==> src/rtl/uart_word_serdes.sv <==
// rtl/uart_word_serdes.sv - full-duplex 8N1 UART carrying 32-bit words plus a 2-bit selector
//
// RX deserialises 5-byte frames (control byte, then data bytes LSB first).
// TX serialises one 32-bit word as 4 back-to-back bytes per flag_tx rising edge.
//
// Ports:
//   CLK, RST_N      system clock, asynchronous active-low reset
//   RX, TX          serial lines, idle high
//   data_rx         last received word, held until the next good frame
//   controlBits     selector bits [1:0] of the last frame's control byte
//   done_rx         one-cycle strobe, data_rx/controlBits updated this cycle
//   rx_err          one-cycle strobe, partial frame discarded
//   data_tx         word to send, latched on an accepted flag_tx rising edge
//   flag_tx         transmit request level
//   done_tx         one-cycle strobe after the last stop bit of a word
module uart_word_serdes #(
   parameter int c_CLKS_PER_BIT = 434,
   parameter int c_GAP_BITS     = 20
) (
   input  logic        CLK,
   input  logic        RST_N,
   input  logic        RX,
   output logic        TX,
   output logic [31:0] data_rx,
   output logic [1:0]  controlBits,
   output logic        done_rx,
   output logic        rx_err,
   input  logic [31:0] data_tx,
   input  logic        flag_tx,
   output logic        done_tx
);

   localparam int CW      = $clog2(c_CLKS_PER_BIT);
   localparam int GAP_CYC = c_GAP_BITS * c_CLKS_PER_BIT;
   localparam int GW      = $clog2(GAP_CYC);
   localparam logic [CW-1:0] BIT_LAST  = CW'(c_CLKS_PER_BIT - 1);
   localparam logic [CW-1:0] HALF_LAST = CW'(c_CLKS_PER_BIT / 2 - 1);
   localparam logic [GW-1:0] GAP_LAST  = GW'(GAP_CYC - 1);

   // ---------------------------------------------------------------- RX
   typedef enum logic [1:0] {RX_IDLE, RX_START, RX_DATA, RX_STOP} rx_state_t;

   rx_state_t         rx_state, rx_state_n;
   logic              rx_meta, rx_sync;
   logic [CW-1:0]     rx_timer;
   logic [2:0]        rx_bit;
   logic [7:0]        rx_shift;
   logic [2:0]        rx_cnt;
   logic [1:0]        ctrl_buf;
   logic [23:0]       word_buf;
   logic [GW-1:0]     gap_cnt;
   logic              rx_tick, rx_half, stop_sample;

   assign rx_tick     = (rx_timer == BIT_LAST);
   assign rx_half     = (rx_timer == HALF_LAST);
   assign stop_sample = (rx_state == RX_STOP) && rx_tick;

   always_ff @(posedge CLK or negedge RST_N) begin
      if (!RST_N) rx_state <= RX_IDLE;
      else        rx_state <= rx_state_n;
   end

   always_comb begin
      rx_state_n = rx_state;
      case (rx_state)
         RX_IDLE:  if (!rx_sync) rx_state_n = RX_START;
         // Line high again at the half-bit point means the start was a glitch.
         RX_START: if (rx_half) rx_state_n = rx_sync ? RX_IDLE : RX_DATA;
         RX_DATA:  if (rx_tick && rx_bit == 3'd7) rx_state_n = RX_STOP;
         RX_STOP:  if (rx_tick) rx_state_n = RX_IDLE;
         default:  rx_state_n = RX_IDLE;
      endcase
   end

   always_ff @(posedge CLK or negedge RST_N) begin
      if (!RST_N) begin
         rx_meta     <= 1'b1;
         rx_sync     <= 1'b1;
         rx_timer    <= '0;
         rx_bit      <= '0;
         rx_shift    <= '0;
         rx_cnt      <= '0;
         ctrl_buf    <= '0;
         word_buf    <= '0;
         gap_cnt     <= '0;
         data_rx     <= '0;
         controlBits <= '0;
         done_rx     <= 1'b0;
         rx_err      <= 1'b0;
      end else begin
         rx_meta <= RX;
         rx_sync <= rx_meta;
         done_rx <= 1'b0;
         rx_err  <= 1'b0;

         case (rx_state)
            RX_IDLE:  begin rx_timer <= '0; rx_bit <= '0; end
            RX_START: rx_timer <= rx_half ? '0 : rx_timer + 1'b1;
            default:  rx_timer <= rx_tick ? '0 : rx_timer + 1'b1;
         endcase

         if (rx_state == RX_DATA && rx_tick) begin
            rx_shift <= {rx_sync, rx_shift[7:1]};
            rx_bit   <= rx_bit + 1'b1;
         end

         if (stop_sample) begin
            if (!rx_sync) begin
               rx_err <= 1'b1;
               rx_cnt <= '0;
            end else if (rx_cnt == 3'd0) begin
               ctrl_buf <= rx_shift[1:0];
               rx_cnt   <= 3'd1;
            end else if (rx_cnt == 3'd4) begin
               data_rx     <= {rx_shift, word_buf};
               controlBits <= ctrl_buf;
               done_rx     <= 1'b1;
               rx_cnt      <= '0;
            end else begin
               // Data bytes enter at the top so byte 1 ends up in bits [7:0].
               word_buf <= {rx_shift, word_buf[23:8]};
               rx_cnt   <= rx_cnt + 1'b1;
            end
         end

         // Inter-byte idle watchdog; only meaningful inside a partial frame.
         if (rx_state == RX_IDLE && rx_cnt != 3'd0) begin
            if (gap_cnt == GAP_LAST) begin
               rx_err  <= 1'b1;
               rx_cnt  <= '0;
               gap_cnt <= '0;
            end else begin
               gap_cnt <= gap_cnt + 1'b1;
            end
         end else begin
            gap_cnt <= '0;
         end
      end
   end

   // ---------------------------------------------------------------- TX
   typedef enum logic [2:0] {TX_IDLE, TX_START, TX_DATA, TX_STOP, TX_DONE} tx_state_t;

   tx_state_t         tx_state, tx_state_n;
   logic              flag_prev, tx_armed, tx_go;
   logic [31:0]       tx_word;
   logic [7:0]        tx_byte;
   logic [CW-1:0]     tx_timer;
   logic [2:0]        tx_bit;
   logic [1:0]        tx_idx;
   logic              tx_tick, tx_line_n, done_tx_n;

   // tx_armed blocks a flag_tx held high across reset from looking like an edge.
   assign tx_go   = flag_tx & ~flag_prev & tx_armed;
   assign tx_tick = (tx_timer == BIT_LAST);
   assign tx_byte = tx_word[{tx_idx, 3'b000} +: 8];

   always_ff @(posedge CLK or negedge RST_N) begin
      if (!RST_N) tx_state <= TX_IDLE;
      else        tx_state <= tx_state_n;
   end

   always_comb begin
      tx_state_n = tx_state;
      tx_line_n  = 1'b1;
      done_tx_n  = 1'b0;
      case (tx_state)
         TX_IDLE: if (tx_go) begin
            tx_state_n = TX_START;
            tx_line_n  = 1'b0;
         end
         TX_START: if (tx_tick) begin
            tx_state_n = TX_DATA;
            tx_line_n  = tx_byte[0];
         end else begin
            tx_line_n  = 1'b0;
         end
         TX_DATA: if (tx_tick) begin
            if (tx_bit == 3'd7) tx_state_n = TX_STOP;
            else                tx_line_n  = tx_byte[tx_bit + 3'd1];
         end else begin
            tx_line_n = tx_byte[tx_bit];
         end
         TX_STOP: if (tx_tick) begin
            if (tx_idx == 2'd3) begin
               tx_state_n = TX_DONE;
               done_tx_n  = 1'b1;
            end else begin
               tx_state_n = TX_START;
               tx_line_n  = 1'b0;
            end
         end
         TX_DONE: tx_state_n = TX_IDLE;
         default: tx_state_n = TX_IDLE;
      endcase
   end

   // TX is registered from the next-state decode so the pin never glitches.
   always_ff @(posedge CLK or negedge RST_N) begin
      if (!RST_N) begin
         TX        <= 1'b1;
         done_tx   <= 1'b0;
         flag_prev <= 1'b0;
         tx_armed  <= 1'b0;
         tx_word   <= '0;
         tx_timer  <= '0;
         tx_bit    <= '0;
         tx_idx    <= '0;
      end else begin
         TX        <= tx_line_n;
         done_tx   <= done_tx_n;
         flag_prev <= flag_tx;
         tx_armed  <= tx_armed | ~flag_tx;
         case (tx_state)
            TX_IDLE: begin
               tx_timer <= '0;
               tx_bit   <= '0;
               tx_idx   <= '0;
               if (tx_go) tx_word <= data_tx;
            end
            TX_DONE: tx_timer <= '0;
            default: begin
               tx_timer <= tx_tick ? '0 : tx_timer + 1'b1;
               if (tx_tick && tx_state == TX_DATA) tx_bit <= tx_bit + 1'b1;
               if (tx_tick && tx_state == TX_STOP) tx_idx <= tx_idx + 1'b1;
            end
         endcase
      end
   end

endmodule

==> config.mk <==
export PLATFORM = sky130hd
export DESIGN_NAME = uart_word_serdes
export DESIGN_NICKNAME = d
export VERILOG_FILES = /design/src/rtl/uart_word_serdes.sv
export SDC_FILE = /design/constraint.sdc
export NUM_CORES = 1
export LEC_CHECK = 0
export CAP_MARGIN = 20
export CORE_ASPECT_RATIO = 0.7
export CORE_MARGIN = 2
export CORE_UTILIZATION = 45
export DETAILED_ROUTE_END_ITERATION = 10
export GPL_ROUTABILITY_DRIVEN = 0
export HOLD_SLACK_MARGIN = 0.08
export PLACE_DENSITY_LB_ADDON = 0.08
export SLEW_MARGIN = 20
export SYNTH_ARGS = -nofsm -noshare
export SYNTH_HDL_FRONTEND = slang
export SYNTH_SLANG_ARGS = --single-unit
==> constraint.sdc <==
create_clock -name CLK -period 2.4 [get_ports CLK]
set_input_delay 0.24 -clock CLK [delete_from_list [all_inputs] [get_ports CLK]]
set_output_delay 0.24 -clock CLK [all_outputs]
set_load 0.03 [all_outputs]
==> results of run 1 <==
-- stage by stage --
step / cell area, um2 / hold WS (ns) / total power [mW] / cells
CTS: 8610 / 0.208 / 7.12 / 824
floorplan: 6930 / -0.0556 / 3.70 / 530
detailed placement: 7920 / 0.212 / 4.02 / 791
global placement: 7920 / 0.203 / 3.98 / 791
finish: 8610 / 0.221 / 7.05 / 824
global route: 8610 / 0.216 / 7.34 / 824
-- metal layers --
layer  up-vias  global-route usage  wire (um)
met5         -                   0          0
li1       2053                   -          -
met3        13              0.0503        785
met1      2186               0.288       7450
met4         0              0.0634        177
met2       116               0.241       5620
-- path summary, 6_finish.rpt --
path	from	end	slack, ns
max	tx_idx[0]	TX	0.14
min	RX	rx_meta	0.22
max reg2reg	tx_idx[0]	TX	0.14
min reg2reg	rx_meta	rx_sync	0.36
max in group asynchronous	RST_N	tx_word[4]	1.36
min in group asynchronous	RST_N	word_buf[0]	0.32
-- cells in the final DEF, fill, tap and decap left out, types with 3 or more instances in the layout --
master	synthesis	layout
a22o_1	12	12
nor2_1	47	47
mux4_2	6	6
nand3_1	18	18
or3_1	3	3
clkbuf_16	0	17
mux2i_1	4	4
inv_1	11	11
nor2b_1	8	8
dfrtp_1	153	153
mux2_2	73	73
inv_8	0	3
o21ai_0	5	5
or4b_2	3	3
nand2_1	22	22
buf_12	0	3
mux2_1	31	31
dfstp_2	3	3
and3_1	4	4
or2_2	4	4
nor3_1	7	7
xor2_1	15	15
ha_1	14	14
buf_4	0	12
or4_1	3	3
clkdlybuf4s50_1	0	72
bufinv_16	0	5
nand2b_1	6	6
nand4_1	3	3
a21oi_1	7	7
xnor2_1	12	12
-- sequential cells by signal, summed over array words and instances, names as in the netlist, 8 cells and up, named ones only --
| name | flops |
|---|---|
| data_rx | 32 |
| tx_word | 32 |
| word_buf | 24 |
| gap_cnt | 14 |
| rx_timer | 9 |
| tx_timer | 9 |
| rx_shift | 8 |
-- power groups by stage --
stage	clock network [mW]	registers, mW	logic (mW)
floorplan	0	3.12	0.582
global placement	0	3.17	0.804
detailed placement	0	3.19	0.832
finish	3.07	3.15	0.830
global route	3.25	3.17	0.910
CTS	3.14	3.14	0.836
-- cells by family (layout without fill, tap and decap cells) --
group | Yosys count | after routing | synth area share
flip-flops | 156 | 156 | 0.564
buffers and inverters | 33 | 132 | 0.0249
adder cells (fa/ha/maj) | 14 | 14 | 0.0253
multiplexers | 114 | 114 | 0.194
AO/OA/AOI/OAI | 43 | 43 | 0.0462
XOR/XNOR | 27 | 27 | 0.0341
AND/OR/NAND/NOR | 143 | 143 | 0.111
-- area by class of cell --
| cell class | instances | share of cell area |
|---|---|---|
| well taps | 195 | 0.0283 |
| inverters | 11 | 0.00480 |
| clock buffers | 19 | 0.0526 |
| flip-flops and latches | 156 | 0.454 |
| repair buffers | 89 | 0.104 |
| clock inverters | 13 | 0.0263 |
| multi-input cells | 341 | 0.331 |
==> run_results.csv, run 1 <==
group,metric,value,unit
place,io_buffers,73,
timing,finalHoldViolCount,0,
power_and_ir_drop,switching_share,0.241,
clock_network,htree_levels,4,
clock_network,ctsHoldBuffers,1,
layout,post-route-util,0.579,
layout,num-fill-cells,1180,
die,initial_core_util,0.466,
grt,antenna_found_initial,0,
synth,yosysSeqAreaShare,0.564,
drt,antenna_left,0,
drt,firstDrtPassIters,5,
power_and_ir_drop,power.density,818,nW/um2
timing,setup_slack,0.137,ns
setup_path,crit_family,"flip-flops",
setup_path,crit_buf_inv,0,
timing,fin_skew,0.00889,ns
place,dp_hpwl,9790,um
die,die-height,108,um
power_and_ir_drop,clkPwrFrac,0.436,
setup_path,critPathRequiredTime,2.75,ns
die,rows,37,
die,num_io_pins,74,
layout,nets,666,
setup_path,endpoint_kind,"flip-flop",
timing,relSlewSlack,0.543,
synth,synth_nets,580,
die,die_area,16400,um2
timing,finalCritPeriodShare,0.943,
layout,diodes,0,
place,preCtsSetupSlack,0.134,ns
synth,ys_types,53,
hold_path,hold_class,"in2reg",
clock_network,cts-root-buf,"clkbuf_16",
die,core_area,14900,um2
setup_path,crit_chain,"mux4_2, nor3_1, or4_1, o311ai_0, a211o_1",
run,drv_cap,0,
timing,finalSetupViolCount,0,
timing,fmax,442,MHz
clock_network,cts.sinks,156,
power_and_ir_drop,p_sw,1.70,mW
timing,rsz0062_at_grt,"no",
layout,drive_gt1_frac,0.231,
setup_path,slowest_stage,"dfrtp_1",
timing,finalSetupTns,0,ns
layout,regArea,3910,um2
grt,overflow,0,
drt,totalWireLength,14000,um
synth,ys_ff_latch,156,
synth,yosysTopAreaCellShare,0.553,
setup_path,crit_path_max_fanout,14,
clock_network,cts_buffers,17,
synth,synthTopCellsByCount,"dfrtp_1, mux2_2, nor2_1",
grt,grt_pass1_vias,4398,
synth,synth_edf_count,0,
setup_path,worstSetupPathType,"reg2reg",
setup_path,arrival,2.62,ns
timing,min_period,2.26,ns
drt,wl_per_cell,17.0,um
clock_network,cts_buffer_depth,2,
drt,drc,0,
layout,multi_input_area,2850,um2
clock_network,clk_latency,0.43,ns
setup_path,slowest_delay,0.78,ns
synth,yosysTopAreaCell,"dfrtp_1",
grt,grt_pass1_wl,23100,um
power_and_ir_drop,internal_power,5.35,mW
run_status,status,"finished clean",
synth,synth_area,6930,um2
synth,yosysMostFrequentCell,"dfrtp_1",
power_and_ir_drop,leakage,3.95,nW
setup_path,startpoint_type,"flip-flop",
synth,avgSynthCellArea,13.1,um2
drt,vias_per_cell,5.30,
timing,worstMarginPinSlew,0.681,ns
power_and_ir_drop,irDropWorstVdd,0.400,mV
clock_network,cts.repair.resized,0,
grt,track_usage,0.184,
grt,grt_max_degree,50,
synth,ys.flop_type,"dfrtp_1",
synth,yosys_warnings,0,
hold_path,worstHoldPathCells,1,
die,chipWidth,152,um
synth,async_flop_share,1.00,
layout,syn2layout_area_growth,24.3,%
power_and_ir_drop,seqPwrFrac,0.446,
power_and_ir_drop,pwr-share-comb,0.118,
setup_path,r2r_cells,5,
clock_network,postCtsSetupRepairBufs,0,
synth,synthTopCellsByArea,"dfrtp_1, mux2_2, mux2_1",
synth,syn_inst,530,
setup_path,critical_path_depth,5,
clock_network,clk_pin_slew,0.06,ns
clock_network,cts_tree,"built",
timing,slew_viol_final,0,
drt,vias,4368,
drt,first_iter_violations,316,
No activity file was read; power rests on OpenSTA's default activity.
==> run 2, diff against run 1 <==
--- a/config.mk
+++ b/config.mk
@@ -8,7 +8,7 @@
 export CAP_MARGIN = 20
 export CORE_ASPECT_RATIO = 0.7
 export CORE_MARGIN = 2
-export CORE_UTILIZATION = 45
+export CORE_UTILIZATION = 40
 export DETAILED_ROUTE_END_ITERATION = 10
 export GPL_ROUTABILITY_DRIVEN = 0
 export HOLD_SLACK_MARGIN = 0.08
==> run_results.csv, run 2 (same netlist as run 1, synthesis figures left out) <==
group,metric,value,unit
setup_path,slowest_delay,0.58,ns
run,drv_cap,0,
die,chipWidth,161,um
timing,rsz0062_at_grt,"no",
setup_path,crit_buf_inv,1,
drt,first_iter_violations,179,
setup_path,rrSetupSlack,0.24,ns
layout,nets,666,
clock_network,postCtsSetupRepairBufs,0,
hold_path,hold_class,"in2reg",
timing,finalSetupTns,0,ns
drt,vias_per_cell,4.93,
grt,grt_pass1_wl,23400,um
hold_path,whs_endpoint,"rx_meta",
setup_path,worstSetupPathType,"reg2reg",
hold_path,worstHoldPathCells,1,
drt,totalWireLength,13500,um
run_status,status,"finished clean",
grt,grt_max_degree,54,
grt,overflow,0,
layout,regArea,3910,um2
setup_path,startpoint_type,"flip-flop",
die,num_io_pins,74,
power_and_ir_drop,power.density,778,nW/um2
layout,syn2layout_area_growth,24.0,%
die,die_area,18400,um2
drt,firstDrtPassIters,4,
setup_path,r2r_cells,6,
place,io_buffers,73,
hold_path,hp-start,"RX",
clock_network,htree_levels,4,
setup_path,r2r-start,"rx_timer[2]",
layout,drive_gt1_frac,0.229,
timing,finalHoldViolCount,0,
die,rows,40,
layout,multi_input_area,2850,um2
layout,layout_commonest_cell,"dfrtp_1",
clock_network,clk_pin_slew,0.07,ns
setup_path,crit_chain,"or4b_4, nor3_4, nand2_4, nor2_8, buf_12, mux2_2",
drt,antenna_left,0,
timing,slew_viol_final,0,
place,dp_hpwl,9350,um
drt,drc,0,
grt,antenna_found_initial,0,
drt,wl_per_cell,15.7,um
clock_network,cts.sinks,156,
timing,fmax,463,MHz
clock_network,cts_buffers,17,
layout,mostFrequentLayoutCells,"dfrtp_1, mux2_2, clkdlybuf4s50_1",
layout,post-route-util,0.503,
drt,vias,4237,
timing,worstMarginPinSlew,0.643,ns
layout,diodes,0,
timing,fin_skew,0.00778,ns
setup_path,rr_endpoint,"data_rx[1]",
layout,num-fill-cells,1473,
grt,grt_pass1_vias,4624,
clock_network,clk_latency,0.43,ns
die,core_area,17100,um2
setup_path,critPathRequiredTime,2.71,ns
clock_network,cts_buffer_depth,2,
setup_path,arrival,2.47,ns
die,die-height,114,um
timing,relSlewSlack,0.568,
clock_network,cts-root-buf,"clkbuf_16",
timing,finalSetupViolCount,0,
setup_path,crit_family,"simple AND/OR/NAND/NOR gates",
power_and_ir_drop,leakage,3.91,nW
clock_network,ctsHoldBuffers,1,
power_and_ir_drop,irDropWorstVdd,0.431,mV
clock_network,cts.repair.resized,0,
setup_path,crit_path_max_fanout,21,
timing,finalCritPeriodShare,0.900,
layout,top_regs,"data_rx (32), tx_word (32), word_buf (24)",
timing,min_period,2.16,ns
setup_path,endpoint_kind,"flip-flop",
grt,track_usage,0.162,
die,initial_core_util,0.406,
setup_path,slowest_stage,"or4b_4",
clock_network,cts_tree,"built",
## run 2: through the flow
step / cells / worst slack (ns) / power (mW) / hold slack (ns) / area, um2
2_1_floorplan: 530 / 0.273 / 3.70 / -0.0556 / 6930
3_3_place_gp: 827 / 0.250 / 3.97 / 0.218 / 7980
3_5_place_dp: 827 / 0.225 / 4.01 / 0.227 / 7980
4_1_cts: 860 / 0.211 / 6.78 / 0.208 / 8590
5_1_grt: 860 / 0.0681 / 7.03 / 0.223 / 8590
6_report: 860 / 0.239 / 6.68 / 0.220 / 8590
## run 2: where the power goes
group          switching (mW)  total (mW)  leakage [nW]  internal [mW]
logic                   0.344       0.809          1.54          0.465
clock network            1.13        2.72         0.289           1.59
registers               0.203        3.15          2.07           2.95
total                    1.68        6.68          3.91           5.00
## run 2: metal layers
metal / share of wire / vias to the layer above / wire [um] / track usage
met4: 0.014 / 0 / 184 / 0.0571
met3: 0.036 / 16 / 487 / 0.0449
met1: 0.52 / 2105 / 7060 / 0.232
met5: 0 / - / 0 / 0
li1: - / 2051 / - / -
met2: 0.43 / 65 / 5760 / 0.237
## run 2: area by class of cell
class	instances	share of cell area
Timing Repair Buffer	89	0.105
Inverter	11	0.00481
Sequential cell	156	0.455
Tap cell	231	0.0337
Clock inverter	13	0.0181
Clock buffer	19	0.0516
Multi-Input combinational cell	341	0.331
## run 2: worst max path at each step
stage	from	depth (start not counted)	to	slack (ns)
detailed placement	rx_timer[2]	6	data_rx[1]	0.22
global route	rx_timer[0]	7	rx_timer[3]	0.07
global placement	rx_timer[2]	6	data_rx[0]	0.25
CTS	rx_timer[2]	6	data_rx[1]	0.21
floorplan	rx_timer[2]	6	word_buf[10]	0.27
finish	rx_timer[2]	6	data_rx[1]	0.24
==> run 3, diff against run 2 <==
--- a/config.mk
+++ b/config.mk
@@ -11,9 +11,12 @@
 export CORE_UTILIZATION = 40
 export DETAILED_ROUTE_END_ITERATION = 10
 export GPL_ROUTABILITY_DRIVEN = 0
+export GPL_TIMING_DRIVEN = 0
 export HOLD_SLACK_MARGIN = 0.08
 export PLACE_DENSITY_LB_ADDON = 0.08
+export SKIP_LAST_GASP = 1
 export SLEW_MARGIN = 20
 export SYNTH_ARGS = -nofsm -noshare
 export SYNTH_HDL_FRONTEND = slang
 export SYNTH_SLANG_ARGS = --single-unit
+export TNS_END_PERCENT = 1
==> run_results.csv, run 3 (same netlist as run 1, synthesis figures left out) <==
group,metric,value,unit
run_status,status,"finished clean",
drt,totalWireLength,14100,um
grt,track_usage,0.168,
timing,finalCritPeriodShare,0.953,
drt,vias,4384,
layout,num-fill-cells,1474,
power_and_ir_drop,seqPwrFrac,0.477,
setup_path,endpoint_kind,"flip-flop",
setup_path,worstSetupPathType,"reg2reg",
layout,top_regs,"data_rx (32), tx_word (32), word_buf (24)",
clock_network,clk_latency,0.42,ns
clock_network,cts_buffer_depth,2,
die,rows,40,
grt,grt_max_degree,98,
power_and_ir_drop,leakage,3.89,nW
timing,fmax,437,MHz
die,num_io_pins,74,
timing,relSlewSlack,0.496,
die,initial_core_util,0.406,
timing,finalHoldViolCount,0,
layout,layout_commonest_cell,"dfrtp_1",
timing,rsz0062_at_grt,"yes",
grt,overflow,0,
timing,holdWs,0.228,ns
setup_path,arrival,2.63,ns
clock_network,cts_buffers,17,
power_and_ir_drop,irDropWorstVdd,0.395,mV
place,preCtsSetupSlack,-0.00332,ns
place,dp_hpwl,9770,um
drt,vias_per_cell,5.04,
clock_network,htree_levels,4,
clock_network,cts_tree,"built",
place,dp_cells,835,
layout,stdcell_count,870,
timing,fin_skew,0.00668,ns
drt,antenna_left,0,
setup_path,startpoint_type,"flip-flop",
layout,mostFrequentLayoutCells,"dfrtp_1, mux2_2, clkdlybuf4s50_1",
timing,min_period,2.29,ns
timing,worstMarginPinSlew,0.750,ns
power_and_ir_drop,internal_power,4.81,mW
drt,firstDrtPassIters,4,
timing,setup_slack,0.113,ns
layout,drive_gt1_frac,0.225,
drt,drc,0,
layout,diodes,0,
power_and_ir_drop,clkPwrFrac,0.394,
die,die-height,114,um
grt,grt_pass1_wl,24100,um
setup_path,crit_path_max_fanout,10,
layout,syn2layout_area_growth,23.8,%
die,chipWidth,161,um
timing,finalSetupViolCount,0,
power_and_ir_drop,power.density,761,nW/um2
grt,grt_pass1_vias,4641,
power_and_ir_drop,pwr-share-comb,0.129,
die,core_area,17100,um2
power_and_ir_drop,p_sw,1.72,mW
timing,finalSetupTns,0,ns
die,die_area,18400,um2
hold_path,hold_class,"in2reg",
clock_network,clk_pin_slew,0.07,ns
drt,first_iter_violations,228,
timing,slew_viol_final,0,
clock_network,cts-root-buf,"clkbuf_16",
run,drv_cap,0,
layout,post-route-util,0.502,
clock_network,cts.sinks,156,
setup_path,critPathRequiredTime,2.74,ns
grt,antenna_found_initial,0,
drt,wl_per_cell,16.2,um
layout,nets,676,
place,io_buffers,73,
power_and_ir_drop,switching_share,0.264,
==> run 3: cell types whose count changed in the layout (fill, tap and decap cells not counted), sizes merged <==
cell      delta
buf          +2
clkinvlp     +2
bufinv       -2
inv          +1
clkbuf       +7
==> run 3: final cells by class <==
| class | instances | area [um2] | share of cell area |
|---|---|---|---|
| timing repair buffer | 78 | 796 | 0.0928 |
| clock inverter | 14 | 125 | 0.0146 |
| sequential | 156 | 3910 | 0.456 |
| clock buffer | 18 | 439 | 0.0512 |
| tap | 231 | 289 | 0.0337 |
| buffer | 21 | 128 | 0.0149 |
| multi-input combinational | 341 | 2850 | 0.332 |
| inverter | 11 | 41.3 | 0.00482 |
==> run 3: per-layer routing <==
metal	vias up	wire, um	GRT usage
met5	-	0	0
met1	2218	7070	0.241
met2	83	6270	0.254
met3	17	619	0.0417
met4	0	174	0.0488
li1	2066	-	-
==> run 3: per-stage QoR <==
stage,power (mW),instance area [um2]
after global routing,6.86,8570
after floorplan,3.70,6930
after global placement,3.98,7950
after detailed placement,4.01,7980
final,6.53,8570
after CTS,6.60,8570
==> run 3: power by group through the flow <==
| stage | Sequential, mW | Combinational, mW | Clock [mW] |
|---|---|---|---|
| floorplan | 3.12 | 0.582 | 0 |
| global placement | 3.15 | 0.824 | 0 |
| detailed placement | 3.17 | 0.847 | 0 |
| CTS | 3.12 | 0.852 | 2.63 |
| global route | 3.16 | 0.926 | 2.78 |
| finish | 3.12 | 0.842 | 2.57 |
==> run 3: worst max-delay path: stages (launching register included) <==
cell and delay [ns]:
dfrtp_1 0.45, buf_2 0.33, mux2_2 0.39, or3_1 0.30
a41oi_1 0.23, o311ai_0 0.18, a211o_1 0.33
==> run 3: timing repair <==
| action | CTS | global route |
|---|---|---|
| buffers inserted | 2 | 1 |
| pin swaps | 1 | 1 |
| hold endpoints to repair | 59 | 0 |
| gates resized for setup | 0 | 1 |
| setup endpoints to repair | 14 | 52 |
| hold buffers | 1 | 0 |
==> run 3: worst paths after layout <==
path                            cells past startpoint     endpoint  slack [ns]  startpoint
min in group asynchronous                           2  word_buf[2]        0.33       RST_N
max in group asynchronous                           3    tx_idx[0]        1.22       RST_N
worst min-delay path                                1      rx_meta        0.23          RX
worst max-delay path                                6           TX        0.11   tx_idx[1]
worst max register to register                      6           TX        0.11   tx_idx[1]
worst min register to register                      0      rx_sync        0.36     rx_meta
